## config.mk

```make
export PLATFORM = sky130hd
export DESIGN_NAME = mon_host_player
export DESIGN_NICKNAME = d
export VERILOG_FILES = /design/src/rtl/mon_player_pkg.sv /design/src/rtl/mon_uart_rx.sv /design/src/rtl/mon_host_player.sv
export SDC_FILE = /design/constraint.sdc
export NUM_CORES = 1
export LEC_CHECK = 0
export CORE_ASPECT_RATIO = 1.2
export CORE_MARGIN = 2
export CORE_UTILIZATION = 59
export CTS_BUF_LIST = sky130_fd_sc_hd__clkbuf_16
export CTS_CLUSTER_DIAMETER = 100
export DETAILED_ROUTE_END_ITERATION = 16
export GPL_TIMING_DRIVEN = 0
export PLACE_DENSITY_LB_ADDON = 0.2
export SLEW_MARGIN = 25
export SYNTH_ARGS = -nofsm -noshare
export SYNTH_HDL_FRONTEND = slang
export SYNTH_HIERARCHICAL = 1
export SYNTH_SLANG_ARGS = --single-unit
```

## constraint.sdc

```tcl
create_clock -name clk -period 5.6 [get_ports clk]
set_clock_uncertainty 0.15 [all_clocks]
set_input_delay 1.12 -clock clk [delete_from_list [all_inputs] [get_ports clk]]
set_output_delay 1.12 -clock clk [all_outputs]
set_load 0.03 [all_outputs]
```

## src/rtl/mon_player_pkg.sv

```systemverilog
// mon_player_pkg: shared types and constants for the host-bus command player.
`default_nettype none

package mon_player_pkg;

   typedef enum logic [2:0] {
      ST_IDLE      = 3'd0,
      ST_WAIT_DATA = 3'd1,
      ST_SETUP     = 3'd2,
      ST_STROBE    = 3'd3,
      ST_HOLD      = 3'd4
   } state_e;

   typedef enum logic [2:0] {
      RX_IDLE      = 3'd0,
      RX_START     = 3'd1,
      RX_DATA      = 3'd2,
      RX_STOP      = 3'd3,
      RX_WAIT_HIGH = 3'd4
   } rx_state_e;

   localparam int HDR_MARK = 7;
   localparam int HDR_DIR  = 1;
   localparam int HDR_A0   = 0;

   localparam int DEF_BAUD_DIV = 208;
   localparam int DEF_T_SETUP  = 2;
   localparam int DEF_T_PULSE  = 4;
   localparam int DEF_T_HOLD   = 2;

endpackage

`default_nettype wire

```

## src/rtl/mon_uart_rx.sv

```systemverilog
// mon_uart_rx: 8N1 receiver with input synchronizer, mid-bit sampling,
// byte-valid pulse and framing-error pulse.
`default_nettype none

module mon_uart_rx
   import mon_player_pkg::*;
#(
   parameter int BAUD_DIV = DEF_BAUD_DIV
) (
   input  logic       clk,
   input  logic       rst_x,
   input  logic       sin_i,
   output logic [7:0] data_o,
   output logic       vld_o,
   output logic       ferr_o
);

   localparam int CW   = $clog2(BAUD_DIV);
   localparam int HALF = BAUD_DIV / 2;

   logic            sync1_q, sync2_q;
   rx_state_e       state_q;
   logic [CW-1:0]   cnt_q;
   logic [2:0]      bit_q;
   logic [7:0]      shift_q;
   logic            vld_q, ferr_q;

   always_ff @(posedge clk or negedge rst_x) begin
      if (!rst_x) begin
         sync1_q <= 1'b1;
         sync2_q <= 1'b1;
         state_q <= RX_IDLE;
         cnt_q   <= '0;
         bit_q   <= '0;
         shift_q <= '0;
         vld_q   <= 1'b0;
         ferr_q  <= 1'b0;
      end else begin
         sync1_q <= sin_i;
         sync2_q <= sync1_q;
         vld_q   <= 1'b0;
         ferr_q  <= 1'b0;
         case (state_q)
            RX_IDLE: begin
               cnt_q <= '0;
               if (!sync2_q) state_q <= RX_START;
            end
            RX_START: begin
               if (cnt_q == CW'(HALF - 1)) begin
                  cnt_q   <= '0;
                  bit_q   <= '0;
                  // A glitch that is high again at mid-start is not a frame.
                  state_q <= sync2_q ? RX_IDLE : RX_DATA;
               end else begin
                  cnt_q <= cnt_q + 1'b1;
               end
            end
            RX_DATA: begin
               if (cnt_q == CW'(BAUD_DIV - 1)) begin
                  cnt_q   <= '0;
                  shift_q <= {sync2_q, shift_q[7:1]};
                  bit_q   <= bit_q + 1'b1;
                  if (bit_q == 3'd7) state_q <= RX_STOP;
               end else begin
                  cnt_q <= cnt_q + 1'b1;
               end
            end
            RX_STOP: begin
               if (cnt_q == CW'(BAUD_DIV - 1)) begin
                  cnt_q <= '0;
                  if (sync2_q) begin
                     vld_q   <= 1'b1;
                     state_q <= RX_IDLE;
                  end else begin
                     ferr_q  <= 1'b1;
                     state_q <= RX_WAIT_HIGH;
                  end
               end else begin
                  cnt_q <= cnt_q + 1'b1;
               end
            end
            RX_WAIT_HIGH: begin
               if (sync2_q) state_q <= RX_IDLE;
            end
            default: state_q <= RX_IDLE;
         endcase
      end
   end

   assign data_o = shift_q;
   assign vld_o  = vld_q;
   assign ferr_o = ferr_q;

endmodule

`default_nettype wire

```

## src/rtl/mon_host_player.sv

```systemverilog
// mon_host_player: replays UART command pairs as 8080-style host bus cycles.
// Optional read-data echo on sout when MON_PLAYER_ECHO_EN is defined.
`default_nettype none

module mon_host_player
   import mon_player_pkg::*;
#(
   parameter int BAUD_DIV = DEF_BAUD_DIV,
   parameter int T_SETUP  = DEF_T_SETUP,
   parameter int T_PULSE  = DEF_T_PULSE,
   parameter int T_HOLD   = DEF_T_HOLD
) (
   input  logic       clk,
   input  logic       rst_x,
   input  logic       sin,
   output logic       ce_x,
   output logic       a0,
   output logic       wr_x,
   output logic       rd_x,
   output logic [7:0] dat_o,
   output logic       dat_oe,
   input  logic [7:0] dat_i,
   output logic [7:0] rd_data,
   output logic       rd_vld,
   output logic       busy,
   output logic       err,
   output logic       sout
);

   localparam int TMAX = (T_SETUP > T_PULSE) ? ((T_SETUP > T_HOLD) ? T_SETUP : T_HOLD)
                                             : ((T_PULSE > T_HOLD) ? T_PULSE : T_HOLD);
   localparam int TW   = $clog2(TMAX + 1);

   logic [7:0] rx_byte;
   logic       rx_vld, rx_ferr;

   mon_uart_rx #(.BAUD_DIV(BAUD_DIV)) u_rx (
      .clk    (clk),
      .rst_x  (rst_x),
      .sin_i  (sin),
      .data_o (rx_byte),
      .vld_o  (rx_vld),
      .ferr_o (rx_ferr)
   );

   logic [7:0]    buf_q;
   logic          buf_full_q;
   state_e        state_q;
   logic [TW-1:0] tmr_q;
   logic          hdr_dir_q, hdr_a0_q;
   logic          ce_q, a0_q, wr_q, rd_q, oe_q;
   logic [7:0]    dat_q, rd_data_q;
   logic          rd_vld_q, err_q;
   logic          w_take, w_ovf, w_resync, w_echo_drop;

   assign w_take   = buf_full_q && (state_q == ST_IDLE || state_q == ST_WAIT_DATA);
   assign w_ovf    = rx_vld && buf_full_q && !w_take;
   assign w_resync = (state_q == ST_IDLE) && buf_full_q && !buf_q[HDR_MARK];

   // A byte landing in the same clock the FSM drains the buffer refills it.
   always_ff @(posedge clk or negedge rst_x) begin
      if (!rst_x) begin
         buf_q      <= '0;
         buf_full_q <= 1'b0;
      end else if (rx_vld && !w_ovf) begin
         buf_q      <= rx_byte;
         buf_full_q <= 1'b1;
      end else if (w_take) begin
         buf_full_q <= 1'b0;
      end
   end

   always_ff @(posedge clk or negedge rst_x) begin
      if (!rst_x) begin
         state_q   <= ST_IDLE;
         tmr_q     <= '0;
         hdr_dir_q <= 1'b0;
         hdr_a0_q  <= 1'b0;
         ce_q      <= 1'b1;
         a0_q      <= 1'b0;
         wr_q      <= 1'b1;
         rd_q      <= 1'b1;
         oe_q      <= 1'b0;
         dat_q     <= '0;
         rd_data_q <= '0;
         rd_vld_q  <= 1'b0;
      end else begin
         rd_vld_q <= 1'b0;
         case (state_q)
            ST_IDLE: begin
               if (buf_full_q && buf_q[HDR_MARK]) begin
                  hdr_dir_q <= buf_q[HDR_DIR];
                  hdr_a0_q  <= buf_q[HDR_A0];
                  state_q   <= ST_WAIT_DATA;
               end
            end
            ST_WAIT_DATA: begin
               if (buf_full_q) begin
                  ce_q    <= 1'b0;
                  a0_q    <= hdr_a0_q;
                  if (!hdr_dir_q) begin
                     oe_q  <= 1'b1;
                     dat_q <= buf_q;
                  end
                  tmr_q   <= TW'(T_SETUP - 1);
                  state_q <= ST_SETUP;
               end
            end
            ST_SETUP: begin
               if (tmr_q == '0) begin
                  if (hdr_dir_q) rd_q <= 1'b0;
                  else           wr_q <= 1'b0;
                  tmr_q   <= TW'(T_PULSE - 1);
                  state_q <= ST_STROBE;
               end else begin
                  tmr_q <= tmr_q - 1'b1;
               end
            end
            ST_STROBE: begin
               if (tmr_q == '0) begin
                  wr_q <= 1'b1;
                  rd_q <= 1'b1;
                  if (hdr_dir_q) begin
                     rd_data_q <= dat_i;
                     rd_vld_q  <= 1'b1;
                  end
                  tmr_q   <= TW'(T_HOLD - 1);
                  state_q <= ST_HOLD;
               end else begin
                  tmr_q <= tmr_q - 1'b1;
               end
            end
            ST_HOLD: begin
               if (tmr_q == '0) begin
                  ce_q    <= 1'b1;
                  oe_q    <= 1'b0;
                  state_q <= ST_IDLE;
               end else begin
                  tmr_q <= tmr_q - 1'b1;
               end
            end
            default: state_q <= ST_IDLE;
         endcase
      end
   end

   always_ff @(posedge clk or negedge rst_x) begin
      if (!rst_x) err_q <= 1'b0;
      else        err_q <= rx_ferr | w_ovf | w_resync | w_echo_drop;
   end

`ifdef MON_PLAYER_ECHO_EN
   localparam int CW = $clog2(BAUD_DIV);

   logic [9:0]    tx_sh_q;
   logic [CW-1:0] tx_cnt_q;
   logic [3:0]    tx_bits_q;
   logic          tx_busy_q;

   assign w_echo_drop = rd_vld_q && tx_busy_q;

   always_ff @(posedge clk or negedge rst_x) begin
      if (!rst_x) begin
         tx_sh_q   <= '1;
         tx_cnt_q  <= '0;
         tx_bits_q <= '0;
         tx_busy_q <= 1'b0;
      end else if (rd_vld_q && !tx_busy_q) begin
         tx_sh_q   <= {1'b1, rd_data_q, 1'b0};
         tx_cnt_q  <= '0;
         tx_bits_q <= '0;
         tx_busy_q <= 1'b1;
      end else if (tx_busy_q) begin
         if (tx_cnt_q == CW'(BAUD_DIV - 1)) begin
            tx_cnt_q  <= '0;
            tx_sh_q   <= {1'b1, tx_sh_q[9:1]};
            tx_bits_q <= tx_bits_q + 1'b1;
            if (tx_bits_q == 4'd9) tx_busy_q <= 1'b0;
         end else begin
            tx_cnt_q <= tx_cnt_q + 1'b1;
         end
      end
   end

   assign sout = tx_sh_q[0];
`else
   assign w_echo_drop = 1'b0;
   assign sout        = 1'b1;
`endif

   assign ce_x    = ce_q;
   assign a0      = a0_q;
   assign wr_x    = wr_q;
   assign rd_x    = rd_q;
   assign dat_o   = dat_q;
   assign dat_oe  = oe_q;
   assign rd_data = rd_data_q;
   assign rd_vld  = rd_vld_q;
   assign err     = err_q;
   assign busy    = (state_q != ST_IDLE) || buf_full_q;

endmodule

`default_nettype wire

```

# --- After elaboration in Yosys (flattened, before gate mapping) ---
# Cells that the tools add are included.
totals:
  register_bits: 66
  latchBits: 0
  ramBits: 0
  mem_bits_ro: 0
  in_bits: 11
  elab_cells: 141
  n_memories: 0
classes:
  n_addsub: 3
  mul: 0
  div: 0
  magnitude_cmp: 0
  n_eq_ne: 26
  n_shift: 0
  n_mux: 50
  n_bitwise: 3
  reduce_logical: 36
ops:
  columns: ["operator", "n"]
  rows:
  - ["2-to-1 mux 3 bit", 18]
  - ["one-hot mux 3 bit (5 select lines)", 2]
  - ["one-hot mux 8 bit (3 select lines)", 1]
  - ["2-to-1 mux 1 bit", 20]
  - ["inequality test 2 bit, second input constant", 9]
  - ["2-to-1 mux 8 bit", 2]
  - ["AND reduction 3 bit", 5]
  - ["equality test 3 x 2 -> 1 bit, second input constant", 4]
  - ["inequality test 2 x 1 -> 1 bit, second input constant", 6]
  - ["one-hot mux 3 bit (4 select lines)", 1]
  - ["AND reduction 4 bit", 3]
  - ["equality test 3 bit, second input constant", 3]
  - ["logical NOT 3 bit", 3]
  - ["adder 8 x 1 -> 8 bit, second input constant", 1]
  - ["equality test 8 x 7 -> 1 bit, second input constant", 1]
  - ["equality test 8 bit, second input constant", 1]
  - ["one-hot mux 1 bit (2 select lines)", 4]
  - ["nonzero test 2 bit", 4]
  - ["logical AND 1 bit", 7]
  - ["equality test 3 x 1 -> 1 bit, second input constant", 2]
  - ["one-hot mux 3 bit (2 select lines)", 1]
  - ["AND reduction 2 bit", 3]
  - ["AND reduction 6 bit", 1]
  - ["nonzero test 3 bit", 2]
  - ["other kinds (10)", 14]

# --- Logic depth before layout (Yosys ltp) ---
# Gate-level depths: netlist of run 1.
logic_depth:
  word_depth: 8
  ltp_mapped: 7

# --- Cells and area by module ---
# Netlist of run 1, hierarchy kept.
by_module_without_submodules:
  columns: ["module", "n_inst", "cells_each", "area_each_um2", "seq_area_each_um2"]
  rows:
  - ["mon_host_player", 1, 132, 1757.9, 1004.7]
  - ["mon_uart_rx", 1, 113, 1246.2, 653.1]

# --- Worst setup path before layout of run 1 ---
# Ideal clock, no wire load.
synth_timing:
  path_kind: "register -> output"
  startpoint: "reg, netlist name state_q[0]"
  endpoint: "out busy"
  t_arrival_ps: 1040
  required_ps: 4330
  slack_ps: 3290
  stages_incl_launch_ff: 4
  path_buffers: 1
  path_cell_list: "dfrtp_1 buf_2 nor2_1 nand2_1"
synth_rtl:
  columns: ["item", "line_no", "source"]
  rows:
  - ["to (decl)", "mon_host_player.sv:25", "output logic busy,"]

==> out/summary.md, run 1 <==
The flow ran to the end, and the final reports show no timing, DRC or antenna violations. The share of flip-flops with an asynchronous set or reset came out at 1.00. The first global-routing pass estimated 9240 um of wire. The worst setup path is launched from a register. The number of sinks on the clock net was 66. Ranked by instance count, the synthesized netlist is headed by sky130_fd_sc_hd__dfrtp_1, sky130_fd_sc_hd__mux2_2, sky130_fd_sc_hd__nand2_1. The cell sitting at the root of the clock tree is a sky130_fd_sc_hd__clkbuf_16.

The power density over the cells came out at 279 mW/mm^2. The tools report the endpoint class of the critical path as an output port. The run gives 0.00568 sq mm as the area enclosed by the die boundary. Share of the yosys chip area belonging to registers: 0.552. For the pin with the worst max-slew slack, the measured transition is 0.502 ns.

The min-delay analysis places its worst path in the category register to register. The area growth from synthesis to layout was 24.5%; the sum of routed wire segments on met1 was 2340 um. The run gives 0.838 as the placer's final routability congestion estimate. The H-tree generated during clock tree synthesis spans 3 levels.

The tools report the maximum ir drop on the vdd rail as 0.239 mV. The initial cell density of the core is 0.612, and the max-slew violation total from the final report is 0. Summed over all cells, the static leakage comes to 1.79 nW. The worst hold path passes through 0 cells. Clock latency on the worst-skew pair, taken at its later pin, is 0.32 ns. The endpoint identified for the worst register-to-register timing path is u_rx/state_q[0]$_DFFE_PN0P_. The startpoint identified for the worst register-to-register timing path is u_rx/cnt_q[0]$_DFFE_PN0P_.

Entering global routing, the biggest net connects 50 pins. After technology mapping, the gate count stands at 245. I/O pin count: 36. The run gives 327 as the fill cell total of the finished layout. In this run the top signal layer used is met4.

The logs give 2,010 for the via count of the first global-routing pass and 0 for the final antenna-violating net count. In this run, CTS created clock tree buffers numbering 9. Library cell with the highest instance count after synthesis: sky130_fd_sc_hd__dfrtp_1. The power share of the clock group is 0.521.

The routed design has 5520 um of wire. The final clock period utilization by the worst path works out to 0.579. Data on the critical path is required at its endpoint by 4.33 ns.

The number of antenna repair diodes was 0. The first TritonRoute pass finished after 4 iterations. Cell internal power was estimated by the tool at 830 uW.

For the detailed router's first-iteration violation count, the log shows 103. The proportion of power drawn by flip-flops and latches is 0.460, and the clock slew seen by the registers of the worst setup and hold paths is 0.06 ns. The run gives 0 as the number of max-cap violations. The critical path in this run is classified as register to output port.

The largest stage delay on the critical path was 0.61 ns. In this run the core area contains 28 standard-cell rows. TritonCTS built the clock tree.

The number of antenna violations at the first check in global routing was 0; the worst hold slack across all endpoints was 0.205 ns. The synthesis-stage register bit count was 66. The average cell area after synthesis was 12.3 sq um.

Summed over all nets, the half-perimeter wirelength after detailed placement is 3680 um. Cell taking the most area after synthesis: sky130_fd_sc_hd__dfrtp_1. Wire segments on met2 add up to 2870 um in the final route. The horizontal die dimension was 69.1 um. The floorplan step defined a core boundary enclosing 0.00490 sq mm.

The final count of hold timing violations was 0. The path with the worst hold slack has its endpoint at u_rx/sync2_q$_DFF_PN1_. Setup repair after global routing left no endpoint under its margin.

The logs give 212 uW for the switching power total and 2,025 for the number of vias in the routed layout. Setup violations remaining at the end of the flow were counted as 0. After detailed routing, the number of vias per cell comes to 5.69. For the global route total overflow, the log shows 0. From bottom edge to top edge, the die measures 82.2 um. The number of gates resized after cts is 0, and the maximum fanout count along the critical path is 10.

Maximum buffer depth of the clock tree: 2. Walking the worst path, the cells encountered are buf_2, nor2_1, nand2_1, clkdlybuf4s50_1. The share of final-layout standard cells stronger than drive strength 1 came out at 0.280.

The total length of routed met3 wires was 261 um. STA puts the critical path data arrival time at 1.97 ns. Post-route minimum period: 3.24 ns. The most frequently used flop master after synthesis is sky130_fd_sc_hd__dfrtp_1.

The tools report the highest clock frequency the design can meet as 0.309 GHz. The power share of the combinational group is 0.019, and the total routing usage reported by global routing is 0.208. In this run the tool buffered the top-level ports with 34 buffer cells. Counting flops with a built-in enable in the synthesized netlist gives 0.

For flop-to-flop paths, the worst setup slack is 3.54 ns. After synthesis, the netlist uses 56 different library cells. The post-route core utilization is 0.763, and the area of the mapped netlist is 0.00300 sq mm. The tools report the relative slew slack as 0.664. Count of cells along the worst register-to-register path: 6.

By area the synthesized netlist is led by sky130_fd_sc_hd__dfrtp_1, sky130_fd_sc_hd__mux2_2, sky130_fd_sc_hd__dfstp_2. Top-area cell type share of the netlist area: 0.508. The net count reported at finish is 307. After routing, the total negative slack on setup checks comes to 0 ns. The switching power as a share of total power was 0.204. Post-CTS timing repair inserted 0 buffers for setup. After detailed routing, the number of remaining DRC violations is 0. After clock tree synthesis, the flow added hold-fix buffers numbering 0.

The synthesized net count is 261, and the number of warnings reported in the yosys synthesis log is 6. The launch point of the worst hold path is u_rx/sync1_q$_DFF_PN1_. Worst-path cell with the longest stage delay: sky130_fd_sc_hd__clkdlybuf4s50_1. The average wire per cell in the routed design came out at 15.5 um.
-- layer usage --
metal | vias up | track usage
met5 | - | 0
met4 | 0 | 0.0765
met3 | 5 | 0.0570
met2 | 60 | 0.358
met1 | 983 | 0.255
li1 | 977 | -
-- cell usage in the layout (no fill, tap or decap), types with 3 or more instances in the layout --
| cell | count |
|---|---|
| sky130_fd_sc_hd__a21oi_1 | 4 |
| sky130_fd_sc_hd__a31oi_1 | 4 |
| sky130_fd_sc_hd__buf_2 | 4 |
| sky130_fd_sc_hd__buf_4 | 4 |
| sky130_fd_sc_hd__clkbuf_16 | 9 |
| sky130_fd_sc_hd__clkdlybuf4s50_1 | 33 |
| sky130_fd_sc_hd__clkinvlp_4 | 3 |
| sky130_fd_sc_hd__dfrtp_1 | 61 |
| sky130_fd_sc_hd__dfstp_2 | 5 |
| sky130_fd_sc_hd__ha_1 | 5 |
| sky130_fd_sc_hd__inv_1 | 9 |
| sky130_fd_sc_hd__mux2_2 | 38 |
| sky130_fd_sc_hd__mux2i_1 | 4 |
| sky130_fd_sc_hd__nand2_1 | 20 |
| sky130_fd_sc_hd__nand3_1 | 7 |
| sky130_fd_sc_hd__nor2_1 | 11 |
| sky130_fd_sc_hd__nor2b_1 | 4 |
| sky130_fd_sc_hd__o21ai_0 | 14 |
-- cell type report --
type / instances / area, sq um / share of cell area
multi-input cells: 159 / 1240 / 0.332
inverters: 9 / 33.8 / 0.00903
repair buffers: 35 / 365 / 0.0977
well taps: 60 / 75.1 / 0.0201
clock inverters: 7 / 70.1 / 0.0187
clock buffers: 9 / 225 / 0.0602
flip-flops and latches: 66 / 1660 / 0.443
plain buffers: 11 / 72.6 / 0.0194
-- how the worst max path moves through the flow --
stage                           startpoint  cells after the start                    to  slack [ns]
floorplan           state_q[0]$_DFFE_PN0P_                      3                  busy        3.29
global placement                     rst_x                      1  buf_q[5]$_DFFE_PN0P_        1.13
detailed placement  state_q[0]$_DFFE_PN0P_                      4                  busy        2.73
CTS                 state_q[0]$_DFFE_PN0P_                      4                  busy        2.38
global route        state_q[0]$_DFFE_PN0P_                      4                  busy        2.32
finish              state_q[0]$_DFFE_PN0P_                      4                  busy        2.36
-- power groups by stage --
stage	sequential (mW)	combinational (mW)	clock (mW)
2_1_floorplan	0.487	0.00217	0
3_3_place_gp	0.488	0.0183	0
3_5_place_dp	0.488	0.0207	0
4_1_cts	0.479	0.0211	0.552
5_1_grt	0.479	0.0233	0.576
6_report	0.479	0.0201	0.543
-- sequential cells by signal, summed over array words and instances, names as in the netlist, 3 cells and up --
name	cells
u_rx/cnt_q	8
state_q	3
dat_o	8
u_rx/data_o	8
rd_data	8
u_rx/bit_q	3
u_rx/state_q	3
tmr_q	3
buf_q	8
-- logic make-up (layout without fill, tap and decap cells) --
logic type,Yosys count,after routing,share of synthesized area
buf+inv,20,71,0.0354
other cells,1,1,0.00125
mux,42,42,0.156
simple gates,67,67,0.135
compound gates,42,42,0.0937
fa+ha+maj,5,5,0.0208
xor+xnor,2,2,0.00583
flops,66,66,0.552
-- critical path: cells and delay by family, from the launching register on --
family | cells | cell delay, ns
buffers and inverters | 2 | 0.84
DFF | 1 | 0.45
and+or+nand+nor | 2 | 0.37
-- metrics by stage --
step	setup WS, ns	instance area [sq um]	cells	power [mW]
4_1_cts	2.38	3740	356	1.05
3_3_place_gp	1.13	3420	339	0.506
3_5_place_dp	2.73	3440	340	0.508
6_report	2.36	3740	356	1.04
5_1_grt	2.32	3740	356	1.08
2_1_floorplan	3.29	3000	245	0.490
(Power assumes the default switching activity.)
==> run 2: changes to the inputs <==
- CORE_UTILIZATION: 59 -> 50
- clock period: 5.6 -> 2.79 ns (I/O delays scaled with it)
==> out/summary.md, run 2 (synthesis results as in run 1) <==
The wire length of the first global-routing pass is 9310 um (+0.75%), and the number of antenna repair diodes is 0 (unchanged). For the number of max-cap violations, the log shows 0 (unchanged). The HPWL reported at the end of detailed placement was 3810 um (+3.5%); the placer's final routability congestion estimate was 0.794 (-5.3%). The logs give 0.379 mV (+59%) for the maximum ir drop on the vdd rail and 308 (+0.33%) for the net count reported at finish.

For the number of vias in the routed layout, the log shows 1,982 (-2.1%). Walking the worst path, the cells encountered are buf_2, nor2_2, nand2_1, clkdlybuf4s50_1. The number of sinks on the clock net is 66 (unchanged). For the number of setup violations in the final report, the log shows 0 (unchanged). The area enclosed by the die boundary came out at 0.00665 sq mm (+17%). The kind of cell adding the most delay to the critical path is buffers and inverters.

Leaving out fill and tap cells, the most frequent cell in the layout is sky130_fd_sc_hd__dfrtp_1. The cell count of the worst hold path is 0 (unchanged), and the switching power as a share of total power is 0.209 (+0.00500). In this run the critical register-to-register path is launched from u_rx/cnt_q[0]$_DFFE_PN0P_. The share of final-layout standard cells stronger than drive strength 1 works out to 0.286 (+0.00579). The slowest stage of the critical path belongs to the cell sky130_fd_sc_hd__clkdlybuf4s50_1. The tools report the power share of the clock group as 0.527 (+0.006).

Horizontal die dimension: 74.8 um (+8.1%). The worst setup path is launched from a register. TritonCTS built the clock tree. Y dimension of the die: 88.9 um (+8.2%). Number of placement rows: 30 (+7.1%). Total CTS buffers: 9 (unchanged). The total routing usage reported by global routing is 0.188 (-0.0198). The via density per instance is 5.26 (-7.6%), and the highest clock frequency the design can meet is 0.383 GHz.

The tools report the CTS root buffer as sky130_fd_sc_hd__clkbuf_16. The run gives 0.523 (-0.0894) as the initial cell density of the core. The I/O pin count is 36 (unchanged), and the switching power total is 442 uW (+110%). For the worst hold slack across all endpoints, the log shows 0.206 ns (+0.0000660 ns). Setup repair after global routing left no endpoint under its margin. The logs give 3 (unchanged) for the deepest level of the CTS H-tree and 1.68 mW (+100%) for the internal power summed over all cells. The run gives 0.70 ns (-2.84 ns) as the flop-to-flop setup slack. The max-slew violation total from the final report was 0 (unchanged). The tools report the required time of the critical path as 2.08 ns (-2.25 ns).

In this run the worst setup path terminates at busy. The flow ran to the end, and the final reports show no timing, DRC or antenna violations. The first-pass detailed-route iteration total is 4 (unchanged), and the final routed DRC violation total is 0 (unchanged). The largest stage delay on the critical path was 0.61 ns (about the same); the arrival time of the worst setup path was 1.90 ns (-0.07 ns). The wire length after detailed routing was 5450 um (-1.3%); the global route total overflow was 0 (unchanged). The logs give 0.181 ns (-2.18 ns) for the least setup slack across all paths after layout and 0.00124 sq mm (+0.20%) for the multi-input gate area in the final layout.

The relative slew slack is 0.637 (-0.0277), and the clock insertion delay at the later pin of the skew report is 0.32 ns (about the same). The critical path starts at state_q[0]$_DFFE_PN0P_. The final clock period utilization by the worst path was 0.935. The worst setup path is captured at an output port. The average wire per cell in the routed design is 14.5 um (-6.8%), and the transition at the pin with the smallest max-transition slack is 0.543 ns (+0.0409 ns).

The clock slew seen by the registers of the worst setup and hold paths is 0.05 ns (about the same). Count of cell instances traversed by the critical path: 4 (unchanged). The quantity of I/O buffers inserted on ports works out to 34 (unchanged).

Worst hold path class: register to register. The area growth from synthesis to layout came out at 25.7%. The register area was 0.00166 sq mm (unchanged); the proportion of power drawn by flip-flops and latches was 0.454 (-0.006). The fill cell total of the finished layout came out at 453 (+39%). Final count of hold timing violations: 0 (unchanged).

The tools report the power share of the combinational group as 0.019 (about the same). For the via count of the first global-routing pass, the log shows 2,031 (+1.0%). The worst slack at placement was 0.396 ns (-2.34 ns).

For the largest net degree at the start of global routing, the log shows 43 (-14%). In this run the critical register-to-register path is captured at u_rx/state_q[0]$_DFFE_PN0P_. Count of cells along the worst register-to-register path: 6 (unchanged).

The run gives 0.00574 sq mm (+17%) as the placeable core region. The number of buffers and inverters on the critical path is 2 (unchanged). Power density over the cells: 561 mW/mm^2 (+100%). For the maximum buffer depth of the clock tree, the log shows 2 (unchanged). Leakage dissipation: 1.80 nW (+0.74%). In the layout the commonest cells are sky130_fd_sc_hd__dfrtp_1, sky130_fd_sc_hd__mux2_2, sky130_fd_sc_hd__clkdlybuf4s50_1, sky130_fd_sc_hd__nand2_1, sky130_fd_sc_hd__o21ai_0. The number of antenna violations at the first check in global routing is 0 (unchanged), and the maximum fanout count along the critical path is 10 (unchanged). The worst path needs 2.61 ns of the cycle, external delays included. The final antenna-violating net count was 0 (unchanged). The type of the worst setup path was register to output port. The run gives 112 (+8.7%) as the detailed router's first-iteration violation count.
[run 2: per-stage QoR]
stage	cell area, sq um	std cells	setup TNS (ns)	utilization	power, mW
3_3_place_gp	3440	359	-69.88	0.600	1.02
4_1_cts	3770	377	0	0.657	2.14
2_1_floorplan	3000	245	0	-	0.983
5_1_grt	3780	377	0	0.658	2.20
6_report	3780	377	0	0.658	2.12
3_5_place_dp	3460	360	0	0.603	1.02
[run 2: power by group through the flow]
stage               clock [mW]  sequential, mW  combinational, mW
floorplan                    0           0.978            0.00435
global placement             0           0.978             0.0368
detailed placement           0           0.978             0.0406
CTS                       1.14           0.961             0.0419
global route              1.19           0.961             0.0461
finish                    1.12           0.962             0.0399
[run 2: layout make-up]
| class | instances | area share |
|---|---|---|
| Clock inverter | 7 | 0.0205 |
| Inverter | 9 | 0.00894 |
| Multi-Input combinational cell | 159 | 0.329 |
| Sequential cell | 66 | 0.439 |
| Tap cell | 80 | 0.0265 |
| Clock buffer | 9 | 0.0596 |
| Buffer | 11 | 0.0192 |
| Timing Repair Buffer | 36 | 0.0974 |
[run 2: timing repair]
item,4_1_cts,5_1_grt
buffers inserted,0,0
hold endpoints to repair,22,0
hold buffers,1,0
gates resized for setup,0,1
setup endpoints to repair,0,1
[run 2: worst min-delay path by stage]
stage / start / to / slack [ns]
finish: u_rx/sync1_q$_DFF_PN1_ / u_rx/sync2_q$_DFF_PN1_ / 0.21
global route: u_rx/sync1_q$_DFF_PN1_ / u_rx/sync2_q$_DFF_PN1_ / 0.21
CTS: u_rx/sync1_q$_DFF_PN1_ / u_rx/sync2_q$_DFF_PN1_ / 0.21
detailed placement: u_rx/sync1_q$_DFF_PN1_ / u_rx/sync2_q$_DFF_PN1_ / 0.20
floorplan: rst_x / a0$_DFFE_PN0P_ / 0.11
global placement: u_rx/sync1_q$_DFF_PN1_ / u_rx/sync2_q$_DFF_PN1_ / 0.20
[run 2: metal layers]
| metal | vias up | GRT usage | wire, um |
|---|---|---|---|
| met5 | - | 0 | 0 |
| met4 | 0 | 0.0860 | 106 |
| met3 | 7 | 0.0485 | 184 |
| met2 | 37 | 0.288 | 2600 |
| met1 | 966 | 0.252 | 2570 |
| li1 | 972 | - | - |
[run 2: worst reg2reg max path, stage by stage, from the launching register on]
cell                      delay [ns]
sky130_fd_sc_hd__dfrtp_1        0.41
sky130_fd_sc_hd__ha_1           0.26
sky130_fd_sc_hd__and4b_2        0.23
sky130_fd_sc_hd__buf_2          0.15
sky130_fd_sc_hd__a21oi_2        0.30
sky130_fd_sc_hd__nand2_2        0.17
sky130_fd_sc_hd__mux2_2         0.30
==> run 3: changes to the inputs <==
- CTS_CLUSTER_SIZE: not set -> 10
==> results of run 3 <==
No change in the layout: final DEF, timing and power equal those of run 2.
